`src/rtl/if_id_pipe_reg.sv`:
```
// ---------------------------------------------------------------------------
// if_id_pipe_reg
//
// Flow-controlled IF/ID pipeline register. Carries the fetched PC and
// instruction from fetch to decode with a valid/ready handshake. With
// SKID_EN=1 a second (skid) entry absorbs the beat that fetch launched while
// decode was stalling, so in_ready can come straight from a flop. With
// SKID_EN=0 only one entry exists and in_ready is the usual combinational
// "empty or draining" term.
//
// IF_Flush (taken branch / jump) empties the register and presents a bubble:
// out_valid=0, outPC=0, outInstruction=NOP_INSTR.
//
// Ports:
//   clk            in   clock, rising edge
//   rst            in   synchronous active-high reset (highest priority)
//   in_valid       in   fetch offers a beat
//   in_ready       out  register accepts a beat this cycle
//   inPC           in   PC_WIDTH    incremented PC from fetch
//   inInstruction  in   INSTR_WIDTH fetched instruction
//   IF_Flush       in   drop all held and incoming instructions
//   out_valid      out  outPC/outInstruction hold a valid instruction
//   out_ready      in   decode accepts this cycle
//   outPC          out  PC_WIDTH    presented PC (0 when out_valid=0)
//   outInstruction out  INSTR_WIDTH presented instruction (NOP_INSTR when idle)
//   occupancy      out  number of held entries (0..2)
// ---------------------------------------------------------------------------
module if_id_pipe_reg #(
    parameter int                     PC_WIDTH    = 8,
    parameter int                     INSTR_WIDTH = 32,
    parameter logic [INSTR_WIDTH-1:0] NOP_INSTR   = 32'hF800_0000,
    parameter bit                     SKID_EN     = 1'b1
) (
    input  logic                   clk,
    input  logic                   rst,
    input  logic                   in_valid,
    output logic                   in_ready,
    input  logic [PC_WIDTH-1:0]    inPC,
    input  logic [INSTR_WIDTH-1:0] inInstruction,
    input  logic                   IF_Flush,
    output logic                   out_valid,
    input  logic                   out_ready,
    output logic [PC_WIDTH-1:0]    outPC,
    output logic [INSTR_WIDTH-1:0] outInstruction,
    output logic [1:0]             occupancy
);

    // State encoding doubles as the occupancy count.
    typedef enum logic [1:0] {
        ST_EMPTY = 2'd0,
        ST_ONE   = 2'd1,
        ST_TWO   = 2'd2
    } state_t;

    state_t                   state_r;
    state_t                   state_s;
    logic                     out_valid_r;
    logic                     out_valid_s;
    logic                     in_ready_r;
    logic                     in_ready_nxt_s;
    logic                     in_ready_s;
    logic                     in_xfer_s;
    logic                     out_xfer_s;
    // The main entry is the output register itself; idle value is the bubble.
    logic [PC_WIDTH-1:0]      main_pc_r;
    logic [PC_WIDTH-1:0]      main_pc_s;
    logic [INSTR_WIDTH-1:0]   main_instr_r;
    logic [INSTR_WIDTH-1:0]   main_instr_s;
    logic [PC_WIDTH-1:0]      skid_pc_r;
    logic [PC_WIDTH-1:0]      skid_pc_s;
    logic [INSTR_WIDTH-1:0]   skid_instr_r;
    logic [INSTR_WIDTH-1:0]   skid_instr_s;

    // Select registered (skid) or combinational (single entry) ready.
    always_comb begin
        in_ready_s = 1'b0;
        if (SKID_EN) begin
            in_ready_s = in_ready_r;
        end else begin
            // Single entry can take a beat if empty or being drained this cycle.
            in_ready_s = ~out_valid_r | out_ready;
        end
    end

    // Handshake qualifiers.
    always_comb begin
        in_xfer_s  = in_valid & in_ready_s;
        out_xfer_s = out_valid_r & out_ready;
    end

    // Next-state and next-entry logic.
    always_comb begin
        state_s        = state_r;
        main_pc_s      = main_pc_r;
        main_instr_s   = main_instr_r;
        skid_pc_s      = skid_pc_r;
        skid_instr_s   = skid_instr_r;
        out_valid_s    = 1'b0;
        in_ready_nxt_s = 1'b1;

        case (state_r)
            ST_EMPTY: begin
                if (in_xfer_s) begin
                    state_s      = ST_ONE;
                    main_pc_s    = inPC;
                    main_instr_s = inInstruction;
                end else begin
                    state_s      = ST_EMPTY;
                end
            end
            ST_ONE: begin
                if (in_xfer_s && out_xfer_s) begin
                    // Main drains and is refilled in the same edge.
                    main_pc_s    = inPC;
                    main_instr_s = inInstruction;
                end else if (in_xfer_s) begin
                    // Decode stalled: park the new beat behind main.
                    state_s      = ST_TWO;
                    skid_pc_s    = inPC;
                    skid_instr_s = inInstruction;
                end else if (out_xfer_s) begin
                    state_s      = ST_EMPTY;
                    main_pc_s    = {PC_WIDTH{1'b0}};
                    main_instr_s = NOP_INSTR;
                end else begin
                    state_s      = ST_ONE;
                end
            end
            ST_TWO: begin
                // in_ready is low here, so only the drain path exists.
                if (out_xfer_s) begin
                    state_s      = ST_ONE;
                    main_pc_s    = skid_pc_r;
                    main_instr_s = skid_instr_r;
                end else begin
                    state_s      = ST_TWO;
                end
            end
            default: begin
                state_s      = ST_EMPTY;
                main_pc_s    = {PC_WIDTH{1'b0}};
                main_instr_s = NOP_INSTR;
            end
        endcase

        // Flush overrides every transition and discards any offered beat.
        if (IF_Flush) begin
            state_s      = ST_EMPTY;
            main_pc_s    = {PC_WIDTH{1'b0}};
            main_instr_s = NOP_INSTR;
        end else begin
            state_s      = state_s;
        end

        out_valid_s    = (state_s != ST_EMPTY);
        in_ready_nxt_s = (state_s != ST_TWO);
    end

    // State and entry registers with synchronous reset.
    always_ff @(posedge clk) begin
        if (rst) begin
            state_r      <= ST_EMPTY;
            out_valid_r  <= 1'b0;
            in_ready_r   <= 1'b1;
            main_pc_r    <= {PC_WIDTH{1'b0}};
            main_instr_r <= NOP_INSTR;
            skid_pc_r    <= {PC_WIDTH{1'b0}};
            skid_instr_r <= NOP_INSTR;
        end else begin
            state_r      <= state_s;
            out_valid_r  <= out_valid_s;
            in_ready_r   <= in_ready_nxt_s;
            main_pc_r    <= main_pc_s;
            main_instr_r <= main_instr_s;
            skid_pc_r    <= skid_pc_s;
            skid_instr_r <= skid_instr_s;
        end
    end

    assign in_ready       = in_ready_s;
    assign out_valid      = out_valid_r;
    assign outPC          = main_pc_r;
    assign outInstruction = main_instr_r;
    assign occupancy      = state_r;

endmodule

```
`config.mk`:
```
export PLATFORM = sky130hd
export DESIGN_NAME = if_id_pipe_reg
export DESIGN_NICKNAME = d
export VERILOG_FILES = /design/src/rtl/if_id_pipe_reg.sv
export SDC_FILE = /design/constraint.sdc
export NUM_CORES = 1
export LEC_CHECK = 0
export ABC_AREA = 1
export CAP_MARGIN = 20
export CORE_MARGIN = 1
export CORE_UTILIZATION = 40
export CTS_CLUSTER_DIAMETER = 120
export DETAILED_ROUTE_END_ITERATION = 12
export PLACE_DENSITY = 0.66
export SYNTH_ARGS = -nofsm -noshare
export SYNTH_HDL_FRONTEND = slang
export SYNTH_SLANG_ARGS = --single-unit
```
`constraint.sdc`:
```
create_clock -name clk -period 1.96 [get_ports clk]
set_input_delay 0.392 -clock clk [delete_from_list [all_inputs] [get_ports clk]]
set_output_delay 0.392 -clock clk [all_outputs]
set_load 0.02 [all_outputs]
```
# Word level (Yosys, flattened, before mapping)
# Cells that the tools add are included.
# Widths: inputs -> output; s select.
[word_totals] inputBits=45 word_cells=42 register_bits=84 out_inout_bits=44
[classes] reduce_logical=6 bitwise=3 n_eq_ne=7 n_mux=19
[ops] operator="$mux 32" n=5
[ops] operator="$pmux 32 s3" n=1
[ops] operator="$mux 8" n=5
[ops] operator="$pmux 8 s3" n=1
[ops] operator="$mux 2" n=4
[ops] operator="$ne 2x2->1 const B" n=3
[ops] operator="$ne 3x3->1 const B" n=2
[ops] operator="$pmux 2 s3" n=1
[ops] operator="$reduce_and 4->1" n=1
[ops] operator="$reduce_and 3->1" n=1
[ops] operator="$and 1x1->1" n=2
[ops] operator="$eq 2x1->1 const B" n=1
[ops] operator="$eq 2x2->1 const B" n=1
[ops] operator="$logic_not 2->1" n=1
[ops] operator="$mux 1" n=2
[ops] operator="$reduce_bool 2->1" n=1
[ops] operator="$reduce_or 2->1" n=1
[ops] operator="$logic_and 1x1->1" n=1
[ops] operator="$not 1->1" n=1

# Logic depth before layout (Yosys ltp)
[logic_depth] ltp_word=7 mapped_depth=9 depth_no_buf=7

# Least setup slack after synthesis
# Ideal clock, no wire load.
[synth_timing] path_type="register to register" startpoint="register state_r[1] (netlist: occupancy[1])" endpoint="register main_instr_r[1] (netlist: outInstruction[1])" stages_incl_launch_ff=10 t_arrival_ps=1391 synth_period_minus_slack_ps=1524 setup_time_ps=132 path_slack_ps=436 path_buffers=2 required_ps=1828 path_cell_list="dfxtp_1 > buf_6 > inv_1 > nand2_2 > nand3_1 > o21ai_2 > inv_2 > clkbuf_8 > nand2_1 > a21oi_1"
[synth_between] elab_chain_len=3 elab_cells_between_ends=9 cone_classes="eq/ne (6); mux (1); reduce/logical (2)"
[synth_lines] element="start: declaration" line="55" text="state_t state_r;"
[synth_lines] element="start signal: assignment" line="170" text="state_r <= state_s;"
[synth_lines] element="$eq 2x1->1 (tied with other cells)" line="101" text="case (state_r)"
[synth_lines] element="$ne 3x3->1 (no source line) or $ne 2x2->1 (tied branches)"
[synth_lines] element="$reduce_and 4->1 (no source line)"
[synth_lines] element="end signal: assignment" line="174" text="main_instr_r <= main_instr_s;"
[synth_lines] element="end: declaration" line="67" text="logic [INSTR_WIDTH-1:0] main_instr_r;"
# Several ways; a longest one is shown, not always the timed one.
# A chain may end at the register's enable or synchronous reset.

# Worst setup path after layout
[layout_timing] startpoint="register state_r[1] (netlist: occupancy[1])" endpoint="output occupancy[1]"
[layout_lines] element="end: declaration" line="45" text="output logic [1:0] occupancy"
# No word-level cell between the ends.

==> results.ini <==
[outcome]
outcome=finished clean

[routing]
routedWlPerCell_um=13.6
drt-pass1-iter-count=4
drt-initial-drc-count=209
ant_nets=0
via_count=3772
drt_wl_total_um=9980
drc=0
drt-vias-per-instance=5.15

[finish]
n_fill_cell=883
stdcell_count=733
final_cell_mix=233 x nand2_1, 88 x clkdlybuf4s50_1, 83 x dfxtp_1
fin_nets=662
layout_commonest_cell=nand2_1
syn_to_final_growth_pct=30.9
n_antenna_cell=0
drive_above_1_share_pct=6.43

[sta]
relSlewSlack_pct=72.9
layout_setup_ws_ns=0.102
finalCriticalPeriod_ns=1.86
timing.setup.tns_ns=0
finalSetupViolations=0
skew_ns=0.00642
drv_slew=0
rsz0062_at_grt=no
fin_hold_ws_ns=0.466
period_share_pct=94.8
finalHoldViolations=0
worst_pin_slew_ns=0.407
fmax_ghz=0.538

[logic_synthesis]
syn_area_um2=3760
synth_top_area_cell=dfxtp_1
synth.area.top_cells=dfxtp_1 45%, nand2_1 23%, a21oi_1 10%
yosysSeqAreaShare_pct=44.8
syn_nets=587
syn_inst=542
yosysWarnings=0
synth_top_area_share_pct=44.8
yosysUniqueCellTypes=23
synth_seq_cells=84
synth_area_per_cell_um2=6.93

[placement]
dp_cells=717
place_ws_ns=0.0820
dpl.hpwl_um=6250
port_buffers=88
gp_congestion=0.781

[floorplan]
core_um2=9150
die_h_um=98.9
die-area_um2=9790
start_util_pct=41.1
ioPinCount=89
rows=35
die_w_um=98.9

[global_routing]
grt_max_degree=42
grtUsageTotal_pct=21.1
grt-ovfl-total=0
grt_first_pass_wirelength_um=16500
grt_antenna_before_repair=0
grt_pass1_vias=3568

[critical_path]
cp_top_family=buffers and inverters
cp.required_ns=1.57
criticalPathCategory=reg2out
slowest_stage=clkdlybuf4s50_1
max_stage_delay_ns=0.65
start_kind=flop
endpoint_kind=output pin
arrival_ns=1.47
worst-path-buf-inv=1
path_cells=clkdlybuf4s50_1
critPathMaxFanout=10

[hold_path]
hold_class=reg2reg

[clock_tree]
numCtsBuffers=9
clock_sinks=84
cts-root-buf=clkbuf_8
clkTransAtPathRegs_ns=0.08
insertion_delay_ns=0.35
cts.htree.levels=3
cts_tree=done
clockBufferDepth=2

[power_and_ir_drop]
power_density_nw_per_um2=727
total_power_mw=3.57
vdd_drop_max_mv=0.386
p_leak_nw=1.84

[job]
maxCapViolCount=0

## what timing repair did
item / 4_1_cts / 5_1_grt
hold buffers: 0 / 0
resized for setup: 1 / 0
buffers inserted: 0 / 0
setup endpoints to repair: 1 / 0
## stage by stage
stage / instance area, µm² / utilization [%]
after global placement: 4730 / 51.7
after floorplan: 3760 / -
final: 4920 / 53.7
after detailed placement: 4730 / 51.7
after CTS: 4920 / 53.7
after global routing: 4920 / 53.7
## where the power goes
group	internal, mW	switching, mW	leakage (nW)
Clock	0.579	0.600	0.0996
Sequential	1.76	0.0319	0.683
Combinational	0.268	0.330	1.06
## Yosys cell counts
library cell	number
nor2_2	1
buf_6	5
nand2_1	233
a21oi_1	76
o22ai_1	4
buf_2	6
inv_2	3
dfxtp_1	84
nor2_1	5
o21ai_2	2
nor2_8	1
o21ai_0	6
inv_1	8
buf_1	3
buf_4	5
nand3_1	76
o211ai_1	1
nand2_2	1
nand3_2	1
nor3b_1	1
clkinv_1	1
clkbuf_8	4
clkbuf_1	15
## registers in the layout (all words and copies together) (netlist names)
signal and flops:
occupancy 2, skid_instr_r 32, out_valid 1, skid_pc_r 8
outPC 8, in_ready 1, outInstruction 32
## final timing paths
kind	start	endpoint	slack (ns)	depth (start not counted)
max	occupancy[1]	occupancy[1]	0.10	1
min reg2reg	outInstruction[31]	outInstruction[31]	0.47	2
max reg2reg	occupancy[1]	outInstruction[19]	0.36	7
min	outInstruction[31]	outInstruction[31]	0.47	2
## kinds of logic (layout without fill, tap and decap cells)
kind of cell | Yosys count | after routing | share of synthesized area (%)
AO/OA/AOI/OAI | 89 | 89 | 12.3
flip-flops | 84 | 84 | 44.8
AND/OR/NAND/NOR | 319 | 319 | 35.2
buffers and inverters | 50 | 130 | 7.76
## layout make-up
class                           instances  area (µm²)  area share (%)
Sequential cell                        84        1680            34.2
Timing Repair Buffer                  102        1070            21.8
Clock buffer                           10         128            2.60
Multi-Input combinational cell        408        1790            36.5
Clock inverter                          6        55.1            1.12
Tap cell                              111         139            2.82
Inverter                               12        45.0           0.916
## layer usage
layer  vias up  share of wire [%]  global-route usage, %
met5         -                  0                      0
met4         0                1.1                   7.46
met3         9                5.3                   3.76
met2       115                 48                   36.3
met1      1730                 46                   26.5
li1       1918                  -                      -
Note: power is estimated with default switching activity, not from simulation.
